===== config.mk =====
export PLATFORM = sky130hd
export DESIGN_NAME = decode_stage_flat
export DESIGN_NICKNAME = d
export VERILOG_FILES = /design/src/rtl/decode_pkg.sv /design/src/rtl/decode_stage_if.sv /design/src/rtl/decode_stage_reg_file.sv /design/src/rtl/decode_stage.sv /design/src/flat_wrapper.sv
export SDC_FILE = /design/constraint.sdc
export NUM_CORES = 1
export LEC_CHECK = 0
export CAP_MARGIN = 20
export CORE_UTILIZATION = 30
export CTS_CLUSTER_SIZE = 40
export DETAILED_ROUTE_END_ITERATION = 8
export PLACE_DENSITY = 0.52
export SLEW_MARGIN = 20
export SYNTH_ARGS = -nofsm -noshare
export SYNTH_HDL_FRONTEND = slang
export SYNTH_SLANG_ARGS = --single-unit
export TNS_END_PERCENT = 30

===== constraint.sdc =====
create_clock -name clock -period 2.09 [get_ports clock]
set_input_delay 0.3135 -clock clock [delete_from_list [all_inputs] [get_ports clock]]
set_output_delay 0.3135 -clock clock [all_outputs]
set_load 0.05 [all_outputs]

===== src/rtl/decode_pkg.sv =====
// Shared constants, field positions, FSM state and control-word layout for the
// instruction decode / register-read stage.
package decode_pkg;

  localparam int DATA_WIDTH  = 32;
  localparam int IMM_WIDTH   = 16;
  localparam int REG_COUNT   = 8;
  localparam int ADDR_WIDTH  = $clog2(REG_COUNT);
  localparam int INSTR_WIDTH = 32;

  localparam logic [2:0] OP_SHIFT_REG   = 3'b000;
  localparam logic [2:0] OP_ARITH_LOGIC = 3'b001;
  localparam logic [2:0] OP_MEM_WRITE   = 3'b100;
  localparam logic [2:0] OP_MEM_READ    = 3'b101;

  localparam logic [2:0] SEL_ADD = 3'b000;
  localparam logic [2:0] SEL_AND = 3'b100;
  localparam logic [2:0] SEL_OR  = 3'b101;
  localparam logic [2:0] SEL_XOR = 3'b110;

  localparam int OP_LSB      = 29;
  localparam int SEL_LSB     = 26;
  localparam int IMM_SEL_BIT = 25;
  localparam int RD_LSB      = 22;
  localparam int RS1_LSB     = 19;
  localparam int RS2_LSB     = 16;
  localparam int IMM_LSB     = 0;

  typedef enum logic {
    RUN    = 1'b0,
    BUBBLE = 1'b1
  } state_e;

  typedef struct packed {
    logic [2:0] op_type;
    logic [2:0] opselect;
    logic       imm_sel;
  } ctrl_t;

  // Logical ops take their immediate as an unsigned mask; everything else sign-extends.
  function automatic logic [DATA_WIDTH-1:0] extend_imm(logic [2:0] op_type,
                                                       logic [2:0] opselect,
                                                       logic [IMM_WIDTH-1:0] imm16);
    logic zero_ext;
    zero_ext = (op_type == OP_ARITH_LOGIC) &&
               (opselect == SEL_AND || opselect == SEL_OR || opselect == SEL_XOR);
    if (zero_ext) return {{(DATA_WIDTH-IMM_WIDTH){1'b0}}, imm16};
    return {{(DATA_WIDTH-IMM_WIDTH){imm16[IMM_WIDTH-1]}}, imm16};
  endfunction

  function automatic logic uses_rs2(logic [2:0] op_type, logic imm_sel);
    return !imm_sel || (op_type == OP_MEM_WRITE);
  endfunction

endpackage


===== src/rtl/decode_stage_if.sv =====
// Bus between the instruction source / writeback path and the decode stage,
// including the registered issue outputs that feed execute.
interface decode_stage_if;
  import decode_pkg::*;

  // instr is transferred on a cycle where instr_valid and instr_ready are both 1;
  // the source holds instr stable while instr_valid=1 and instr_ready=0, and
  // instr_ready never depends on instr_valid.
  logic [INSTR_WIDTH-1:0] instr;
  logic                   instr_valid;
  logic                   instr_ready;
  logic                   stall_in;
  logic                   wb_en;
  logic [ADDR_WIDTH-1:0]  wb_addr;
  logic [DATA_WIDTH-1:0]  wb_data;
  logic [DATA_WIDTH-1:0]  src1;
  logic [DATA_WIDTH-1:0]  src2;
  logic [DATA_WIDTH-1:0]  imm;
  ctrl_t                  control_in;
  logic                   enable_ex;
  logic [ADDR_WIDTH-1:0]  dest_out;

  modport master (
    output instr, instr_valid, stall_in, wb_en, wb_addr, wb_data,
    input  instr_ready, src1, src2, imm, control_in, enable_ex, dest_out
  );

  modport slave (
    input  instr, instr_valid, stall_in, wb_en, wb_addr, wb_data,
    output instr_ready, src1, src2, imm, control_in, enable_ex, dest_out
  );

endinterface


===== src/rtl/decode_stage_reg_file.sv =====
// 8x32 architectural register file: two combinational read ports with
// writeback bypass, one synchronous write port, r0 hardwired to zero.
module reg_file
  import decode_pkg::*;
(
  input  logic                  clock,
  input  logic                  reset,
  input  logic                  wr_en,
  input  logic [ADDR_WIDTH-1:0] wr_addr,
  input  logic [DATA_WIDTH-1:0] wr_data,
  input  logic [ADDR_WIDTH-1:0] rd_addr_a,
  output logic [DATA_WIDTH-1:0] rd_data_a,
  input  logic [ADDR_WIDTH-1:0] rd_addr_b,
  output logic [DATA_WIDTH-1:0] rd_data_b
);

  logic [DATA_WIDTH-1:0] regs [REG_COUNT];

  always_ff @(posedge clock or negedge reset) begin
    if (!reset) begin
      for (int i = 0; i < REG_COUNT; i++) regs[i] <= '0;
    end else if (wr_en && wr_addr != '0) begin
      regs[wr_addr] <= wr_data;
    end
  end

  always_comb begin
    rd_data_a = regs[rd_addr_a];
    if (rd_addr_a == '0)                        rd_data_a = '0;
    else if (wr_en && wr_addr == rd_addr_a)     rd_data_a = wr_data;
  end

  always_comb begin
    rd_data_b = regs[rd_addr_b];
    if (rd_addr_b == '0)                        rd_data_b = '0;
    else if (wr_en && wr_addr == rd_addr_b)     rd_data_b = wr_data;
  end

endmodule


===== src/rtl/decode_stage.sv =====
// Decode / register-read stage: decodes one instruction per handshake, reads
// operands and registers the execute-stage control word, with a one-cycle
// bubble for load-use hazards.
module decode_stage
  import decode_pkg::*;
(
  input  logic           clock,
  input  logic           reset,
  decode_stage_if.slave  bus,
  output state_e         state_dbg
);

  logic [2:0]            op_type;
  logic [2:0]            opselect;
  logic                  imm_sel;
  logic [ADDR_WIDTH-1:0] rd;
  logic [ADDR_WIDTH-1:0] rs1;
  logic [ADDR_WIDTH-1:0] rs2;
  logic [IMM_WIDTH-1:0]  imm16;
  logic [DATA_WIDTH-1:0] rs1_data;
  logic [DATA_WIDTH-1:0] rs2_data;
  logic                  load_pending;
  logic                  hazard;
  logic                  fire;
  state_e                state;
  state_e                state_next;

  assign op_type  = bus.instr[OP_LSB +: 3];
  assign opselect = bus.instr[SEL_LSB +: 3];
  assign imm_sel  = bus.instr[IMM_SEL_BIT];
  assign rd       = bus.instr[RD_LSB +: ADDR_WIDTH];
  assign rs1      = bus.instr[RS1_LSB +: ADDR_WIDTH];
  assign rs2      = bus.instr[RS2_LSB +: ADDR_WIDTH];
  assign imm16    = bus.instr[IMM_LSB +: IMM_WIDTH];

  reg_file u_reg_file (
    .clock     (clock),
    .reset     (reset),
    .wr_en     (bus.wb_en),
    .wr_addr   (bus.wb_addr),
    .wr_data   (bus.wb_data),
    .rd_addr_a (rs1),
    .rd_data_a (rs1_data),
    .rd_addr_b (rs2),
    .rd_data_b (rs2_data)
  );

  // The load currently sitting in execute has no data yet for its destination.
  assign load_pending = bus.enable_ex && (bus.control_in.op_type == OP_MEM_READ) &&
                        (bus.dest_out != '0);
  assign hazard = load_pending &&
                  ((bus.dest_out == rs1) ||
                   (uses_rs2(op_type, imm_sel) && bus.dest_out == rs2));

  always_ff @(posedge clock or negedge reset) begin
    if (!reset) state <= RUN;
    else        state <= state_next;
  end

  always_comb begin
    state_next = state;
    case (state)
      RUN:     if (!bus.stall_in && hazard && bus.instr_valid) state_next = BUBBLE;
      BUBBLE:  if (!bus.stall_in) state_next = RUN;
      default: state_next = RUN;
    endcase
  end

  always_comb begin
    bus.instr_ready = reset && (state == RUN) && !bus.stall_in && !hazard;
    fire            = bus.instr_valid && bus.instr_ready;
  end

  assign state_dbg = state;

  always_ff @(posedge clock or negedge reset) begin
    if (!reset) begin
      bus.src1       <= '0;
      bus.src2       <= '0;
      bus.imm        <= '0;
      bus.control_in <= '0;
      bus.enable_ex  <= 1'b0;
      bus.dest_out   <= '0;
    end else if (!bus.stall_in) begin
      bus.enable_ex <= fire;
      if (fire) begin
        bus.src1       <= rs1_data;
        bus.src2       <= rs2_data;
        bus.imm        <= extend_imm(op_type, opselect, imm16);
        bus.control_in <= ctrl_t'{op_type, opselect, imm_sel};
        bus.dest_out   <= rd;
      end
    end
  end

endmodule


===== src/flat_wrapper.sv =====
// flat-port wrapper written by rule: the top's interface ports become plain ports
module decode_stage_flat import decode_pkg::*;
  (clock, reset, state_dbg, bus_instr, bus_instr_valid, bus_stall_in, bus_wb_en, bus_wb_addr, bus_wb_data, bus_instr_ready, bus_src1, bus_src2, bus_imm, bus_control_in, bus_enable_ex, bus_dest_out);
  decode_stage_if bus_i ();
  input  logic clock;
  input  logic reset;
  output state_e state_dbg;
  input wire logic [$bits(bus_i.instr)-1:0] bus_instr;
  input wire logic [$bits(bus_i.instr_valid)-1:0] bus_instr_valid;
  input wire logic [$bits(bus_i.stall_in)-1:0] bus_stall_in;
  input wire logic [$bits(bus_i.wb_en)-1:0] bus_wb_en;
  input wire logic [$bits(bus_i.wb_addr)-1:0] bus_wb_addr;
  input wire logic [$bits(bus_i.wb_data)-1:0] bus_wb_data;
  output wire logic [$bits(bus_i.instr_ready)-1:0] bus_instr_ready;
  output wire logic [$bits(bus_i.src1)-1:0] bus_src1;
  output wire logic [$bits(bus_i.src2)-1:0] bus_src2;
  output wire logic [$bits(bus_i.imm)-1:0] bus_imm;
  output wire logic [$bits(bus_i.control_in)-1:0] bus_control_in;
  output wire logic [$bits(bus_i.enable_ex)-1:0] bus_enable_ex;
  output wire logic [$bits(bus_i.dest_out)-1:0] bus_dest_out;
  assign bus_i.instr = bus_instr;
  assign bus_i.instr_valid = bus_instr_valid;
  assign bus_i.stall_in = bus_stall_in;
  assign bus_i.wb_en = bus_wb_en;
  assign bus_i.wb_addr = bus_wb_addr;
  assign bus_i.wb_data = bus_wb_data;
  assign bus_instr_ready = bus_i.instr_ready;
  assign bus_src1 = bus_i.src1;
  assign bus_src2 = bus_i.src2;
  assign bus_imm = bus_i.imm;
  assign bus_control_in = bus_i.control_in;
  assign bus_enable_ex = bus_i.enable_ex;
  assign bus_dest_out = bus_i.dest_out;
  decode_stage u_core (.clock(clock), .reset(reset), .bus(bus_i), .state_dbg(state_dbg));
endmodule

==> results of run 1 <==
## timing repair
| action | in CTS | in global routing |
|---|---|---|
| endpoints found under the setup margin | 45 | 62 |
| buffers inserted | 3 | 0 |
| endpoints found under the hold margin | 67 | 0 |
| gates resized for setup | 37 | 33 |
| hold buffers | 1 | 0 |
| cloned | 0 | 4 |
| pin swaps | 2 | 2 |
## final timing paths
kind,cells past startpoint,slack [ps],end
worst max-delay path,6,-250,bus_instr_ready
max in group asynchronous,4,500,u_core.u_reg_file.regs[115]
worst min register to register,1,510,u_core.bus.src2[14]
worst max register to register,7,50,u_core.bus.src2[0]
min in group asynchronous,3,430,u_core.bus.src2[9]
worst min-delay path,3,230,u_core.bus.control_in[6]
## cells by family (layout without fill, tap and decap cells)
kind of cell / Yosys count / in the layout / share of synthesized area
muxes: 385 / 385 / 0.2821
DFF: 317 / 317 / 0.4878
AOI/OAI and AO/OA: 257 / 257 / 0.1209
and+or+nand+nor: 173 / 174 / 0.05694
buffers and inverters: 132 / 378 / 0.04578
xor gates and xnor gates: 12 / 12 / 0.006463
## state kept, by name, indices dropped and copies added (netlist names)
register                cells
u_core.bus.imm             17
u_core.bus.control_in       7
u_core.bus.src1            32
u_core.u_reg_file.regs    224
u_core.bus.dest_out         3
u_core.state_dbg            1
u_core.bus.enable_ex        1
u_core.bus.src2            32
## layout make-up
class,instances,area (sq um),share of cell area
Clock buffer,51,1081,0.05122
Clock inverter,16,252.7,0.01198
Inverter,4,15.01,0.0007114
Multi-Input combinational cell,828,7730,0.3663
Sequential cell,317,7936,0.3760
Tap cell,688,860.8,0.04079
Timing Repair Buffer,307,3229,0.1530
## critical path, delay by kind of cell, from the launching register on
family                    cells  cell delay, ps
DFF                           1             440
AOI/OAI and AO/OA             2             420
buffers and inverters         2             290
and+or+nand+nor               1             150
xor gates and xnor gates      1             170
## metrics by stage
step           setup slack (ps)  utilization  cell area, sq um  power, mW
2_1_floorplan             96.49            -             16280      13.49
3_3_place_gp             -621.4       0.3682             19540      15.92
3_5_place_dp             -614.9       0.3682             19540      16.04
4_1_cts                  -298.4       0.3938             20900      23.20
5_1_grt                  -335.7       0.3976             21110      24.04
6_report                 -250.7       0.3976             21110      23.00
## power by group
| group | internal [mW] | total, mW | switching [mW] |
|---|---|---|---|
| registers | 7.62 | 8.71 | 1.09 |
| logic | 3.21 | 7.16 | 3.95 |
| clock network | 4.39 | 7.14 | 2.75 |
| total | 15.2 | 23.0 | 7.79 |
## per-layer routing
layer,vias to the layer above,share of wire,track usage
li1,5320,-,-
met1,6201,0.46,0.2645
met2,456,0.46,0.2939
met3,100,0.061,0.03571
met4,4,0.025,0.06140
met5,-,0.00043,0
## synthesized netlist by cell type, drive strengths merged
library cell and number:
dfrtp 317, a21o 1, and2 1, clkbuf 60
nand2 30, nand4bb 1, nand3b 3, a41oi 1
o22ai 45, o32ai 22, o21a 1, nor4bb 5
o2bb2ai 22, a21oi 34, xnor2 6, a311oi 2
xor2 6, nand4b 4, nor2 50, or3b 1
nor4b 21, a2111oi 1, a32o 42, o221ai 42
o21ai 21, nand4 3, nor2b 1, nor3 46
mux2i 44, mux2 340, mux4 1, o22a 12
and4bb 1, inv 4, nand2b 3, or2 3
a21boi 1, buf 68, a31oi 9, o32a 1
## placed cells by master (no fill, tap or decap), types with 29 or more instances in the layout
| cell type | synthesis | layout |
|---|---|---|
| a21oi_1 | 34 | 34 |
| buf_4 | 16 | 104 |
| o221ai_1 | 42 | 42 |
| nand2_1 | 29 | 29 |
| nor3_1 | 46 | 44 |
| nor2_1 | 50 | 48 |
| mux2_4 | 79 | 79 |
| dfrtp_1 | 317 | 314 |
| clkdlybuf4s50_1 | 0 | 101 |
| mux2i_1 | 44 | 44 |
| dlygate4sd2_1 | 0 | 32 |
| buf_12 | 9 | 31 |
| o22ai_1 | 45 | 45 |
| a32o_1 | 42 | 42 |
| clkbuf_16 | 0 | 42 |
| mux2_2 | 261 | 261 |
==> flow_summary.yaml, run 1 <==
status:
  outcome: "finished, violations left"
  violations: "negative setup slack"
synth:
  synth_seq_cells: 317
  synth_nets: 1348
  syn_avg_cell_area_sq_um: 12.74
  yosysSeqAreaShare: 0.4878
  yosys_warnings: 0
  yosysTopAreaCellShare: 0.4878
  yosys-top-cells-area: "dfrtp_1 (49%), mux2_2 (18%), mux2_4 (7.3%)"
  synth_area_leader_cell: "dfrtp_1"
  synthesis.area_sq_um: 16260
  syn-instance-count: 1276
  synth_cell_types: 47
power:
  p_leak_nw: 9.252
  powerDensity_nw_per_um2: 1090
  irDropWorstVdd_mv: 0.5138
routing:
  vias: 12080
  ant_nets: 0
  routed_wl_um: 53460
  first_pass_iters: 5
  drc: 0
  drt_iter0_drc: 992
  vias_per_cell: 5.464
  wl_per_cell_um: 24.18
final_layout:
  antenna_cells: 0
  nNetsFinal: 1568
  fin_cells: 2211
  area_growth_pct: 29.78
  drive_gt1_frac: 0.3769
  nFillCells: 4989
setup_path:
  worstSetupEndpointType: "output pin"
  worstPathCellList: "xor2_2, a2111oi_4, o21ai_2, buf_4, nor4bb_4, buf_12"
  startpoint: "u_core.bus.dest_out[2]"
  crit_path_max_incr_delay_ps: 440
  required_ps: 1780
  worstSetupStartpointType: "flop"
  cp_slowest_cell: "dfrtp_2"
  critPathKind: "flop to output pin"
  critPathMaxFanout: 3
  reg2reg_from: "u_core.bus.dest_out[2]"
  cp.arrival_ps: 2030
placed_design:
  dp_cells: 2136
  place.gp.congestion: 0.8153
  portBuffers: 180
  place_hpwl_um: 33780
clock_network:
  cts.sinks: 317
  cts_max_level: 2
  clock-root-buffer: "clkbuf_16"
  clk_latency_ps: 570
  cts.clk_slew.worst_paths_ps: 60
  cts_buffer_depth: 3
  cts_buffers: 38
  cts_tree: "yes"
timing:
  final.setup.tns_ps: -250.7
  fin_crit_ps: 2341
  slew_headroom: 0.3725
  whs_ps: 234.8
  max_freq_mhz: 427.2
  fin_ws_ps: -250.7
  setup_viol: 1
  clock-skew-final_ps: 19.29
  rsz0062_at_grt: "yes"
  worst_pin_slew_ps: 941.3
  hold_violations: 0
  maxSlewViolCount: 0
  finalCritPeriodShare: 1.120
worst_hold_path:
  min_from: "bus_instr[31]"
  hold_path_class: "primary input to flop"
die:
  dieArea_sq_um: 55140
  core_area_sq_um: 53080
  die_h_um: 234.8
  core.rowCount: 84
  die_w_um: 234.8
  pin_count: 181
  start_util: 0.3064
global_routing:
  grt_pass1_vias: 12320
  antenna_found_initial: 2
  grt_use_total: 0.1893
  grt_pass1_wl_um: 80050
  grt_max_degree: 162
  grt_overflow: 0
run:
  maxCapViolCount: 0
No activity file was read; power rests on OpenSTA's default activity.
==> run 2: changes to the inputs <==
--- a/config.mk
+++ b/config.mk
@@ -5,11 +5,14 @@
 export SDC_FILE = /design/constraint.sdc
 export NUM_CORES = 1
 export LEC_CHECK = 0
+export ABC_AREA = 1
+export ABC_CLOCK_PERIOD_IN_PS = 2090
 export CAP_MARGIN = 20
 export CORE_UTILIZATION = 30
+export CTS_CLUSTER_DIAMETER = 200
 export CTS_CLUSTER_SIZE = 40
 export DETAILED_ROUTE_END_ITERATION = 8
-export PLACE_DENSITY = 0.52
+export PLACE_DENSITY = 0.51
 export SLEW_MARGIN = 20
 export SYNTH_ARGS = -nofsm -noshare
 export SYNTH_HDL_FRONTEND = slang
==> run 2 against run 1 <==
The flow finishes with violations (design-rule violations). Die area is 10% higher. Register-to-register slack better by 270 ps. Count of clock-buffer cells in the layout is 38 lower. Wire length is 23% higher. Flip-flop and latch count is 14 higher. Final area is 2.3% higher. Utilization is 3.2 points lower.
==> flow_summary.yaml, run 2 <==
status:
  outcome: "finished, violations left"
  violations: "design-rule violations"
final_layout:
  top_register: "u_core.u_reg_file.regs"
  area_growth_pct: 20.56
  utilization: 0.3657
  mostFrequentLayoutCells: "nand2_1 (1248), dfrtp_1 (329), o21ai_0 (265)"
  antenna_cells: 0
  largest_reg_flops: 238
  nNetsFinal: 2863
  final_common_cell: "nand2_1"
  drive_gt1_frac: 0.06915
  fin_area_sq_um: 21580
  fin_cells: 3564
  top_regs: "u_core.u_reg_file.regs: 238 flops, u_core.bus.src1: 32 flops, u_core.bus.src2: 32 flops"
clock_network:
  cts_buffer_depth: 3
  clock-root-buffer: "clkbuf_16"
  cts_max_level: 1
  cts.clk_slew.worst_paths_ps: 170
  cts_tree: "yes"
  clk_latency_ps: 550
  cts.sinks: 331
  cts_buffers: 12
die:
  dieArea_sq_um: 60650
  die_w_um: 246.3
  pin_count: 181
  core_area_sq_um: 59020
  core.rowCount: 89
  start_util: 0.3033
  die_h_um: 246.3
worst_hold_path:
  hold_path_class: "primary input to async pin"
power:
  seq_power_share: 0.469
  p_leak_nw: 11.79
  finalPower_mw: 17.91
  p_switching_mw: 7.132
  powerDensity_nw_per_um2: 829.8
  irDropWorstVdd_mv: 0.5108
  p_int_mw: 10.78
  power_switching_share: 0.3982
  combPwrFrac: 0.348
  clkPwrFrac: 0.183
global_routing:
  grt_max_degree: 124
  grt_use_total: 0.2158
  grt_pass1_wl_um: 100600
  antenna_found_initial: 0
  grt_pass1_vias: 16030
  grt_overflow: 0
routing:
  drc: 5
  drt_iter0_drc: 1648
  wl_per_cell_um: 18.47
  vias_per_cell: 4.812
  ant_nets: 0
  first_pass_iters: 9
  vias: 17150
  routed_wl_um: 65820
synth:
  synth.most_common_cell: "nand2_1"
  yosys_warnings: 0
  ys.flop_type: "dfrtp_1"
  synth_seq_cells: 331
  synthArstFlopShare: 1.000
  yosysTopAreaCellShare: 0.4627
  synth_nets: 2724
  yosysSeqAreaShare: 0.4627
  syn_avg_cell_area_sq_um: 6.750
  synthesis.area_sq_um: 17900
  synth_area_leader_cell: "dfrtp_1"
  synth_edf_count: 0
  synth_cell_types: 28
  syn-instance-count: 2652
  yosys-top-cells-count: "nand2_1 (1252), dfrtp_1 (331), o21ai_0 (265), inv_1 (243), nand3_1 (146)"
  yosys-top-cells-area: "dfrtp_1 (46%), nand2_1 (26%), o21ai_0 (7.4%)"
setup_path:
  startpoint: "u_core.bus.src2[5]"
  critPathMaxFanout: 2
  crit_cells: 1
  critPathKind: "flop to output pin"
  worst-path-buf-inv: 1
  crit_path_max_incr_delay_ps: 810
  crit_end: "bus_src2[5]"
  required_ps: 1780
  worstSetupStartpointType: "flop"
  worstPathCellList: "clkdlybuf4s50_1"
  r2r_end: "u_core.bus.src2[29]"
  worstSetupEndpointType: "output pin"
  r2r_cells: 11
  cp_slowest_cell: "clkdlybuf4s50_1"
  critPathTopFamily: "buffers and inverters"
  cp.arrival_ps: 1730
  reg2reg_slack_ps: 320
  reg2reg_from: "u_core.bus.dest_out[0]"
timing:
  worst_pin_slew_ps: 809.8
  final.setup.tns_ps: 0
  max_freq_mhz: 488.3
  setup_viol: 0
  hold_violations: 0
  fin_crit_ps: 2048
  slew_headroom: 0.4601
  maxSlewViolCount: 0
  finalCritPeriodShare: 0.9798
  clock-skew-final_ps: 61.29
  rsz0062_at_grt: "yes"
placed_design:
  dp_cells: 3547
  portBuffers: 180
  place_area_sq_um: 21170
  place_hpwl_um: 43380
  place.gp.congestion: 0.8760
run:
  maxCapViolCount: 0
[run 2: cell types whose count changed in the layout (fill, tap and decap cells not counted), sizes merged, moves of 36 or more]
cell    previous run  this run
a32o              42         0
clkbuf            54        13
inv                6       249
mux2             340         0
mux2i             44         0
nand2             31      1255
nand3              0       147
nor2              50       103
nor3              46         3
o21ai             21       313
o221ai            42         0
o22ai             45         9
[run 2: metal layers]
metal	share of wire	GRT usage	vias to the layer above	wire [um]
li1	-	-	8396	-
met1	0.47	0.3175	8063	30950
met2	0.44	0.3388	615	29160
met3	0.069	0.02386	77	4533
met4	0.018	0.04448	0	1175
met5	0	0	-	0
[run 2: what timing repair did]
item	in CTS	in global routing
setup buffers	2	0
resized for setup	45	32
hold endpoints to repair	75	0
gates cloned	0	0
hold buffers	1	0
setup endpoints to repair	42	32
[run 2: area by class of cell]
type | count | area, sq um
Clock buffer | 13 | 325.3
Clock inverter | 1 | 30.03
Fill cell | 6325 | 37440
Inverter | 252 | 945.9
Multi-Input combinational cell | 1889 | 7874
Sequential cell | 331 | 8285
Tap cell | 773 | 967.2
Timing Repair Buffer | 305 | 3156
[run 2: power groups by stage]
stage                     logic, mW  registers (mW)  clock network (mW)
after floorplan                2.87            9.60                   0
after global placement         6.31            8.49                   0
after detailed placement       6.36            8.52                   0
after CTS                      6.27            8.39                3.44
after global routing           6.90            8.55                3.60
final                          6.24            8.40                3.28
[run 2: cell families after synthesis]
group | count (synthesis) | synth area share
AOI/OAI and AO/OA | 371 | 0.1043
xor gates and xnor gates | 5 | 0.002446
buffers and inverters | 432 | 0.09966
DFF | 331 | 0.4627
and+or+nand+nor | 1513 | 0.3309
[run 2: how the worst min path moves through the flow]
stage               slack (ps)  startpoint                          end  cells past startpoint
finish                     140       reset          u_core.bus.src1[24]                      2
global route               130       reset          u_core.bus.src1[24]                      2
CTS                        120       reset          u_core.bus.src1[24]                      2
detailed placement         130       reset  u_core.u_reg_file.regs[252]                      1
global placement           130       reset  u_core.u_reg_file.regs[252]                      1
floorplan                   20       reset     u_core.bus.control_in[0]                      0
[run 2: metrics by stage]
stage	setup slack, ps	hold slack, ps
after detailed placement	-46.67	134.9
after floorplan	313.5	17.91
after CTS	2.333	119.5
final	42.25	137.6
after global placement	-50.58	134.5
after global routing	-37.12	127.4
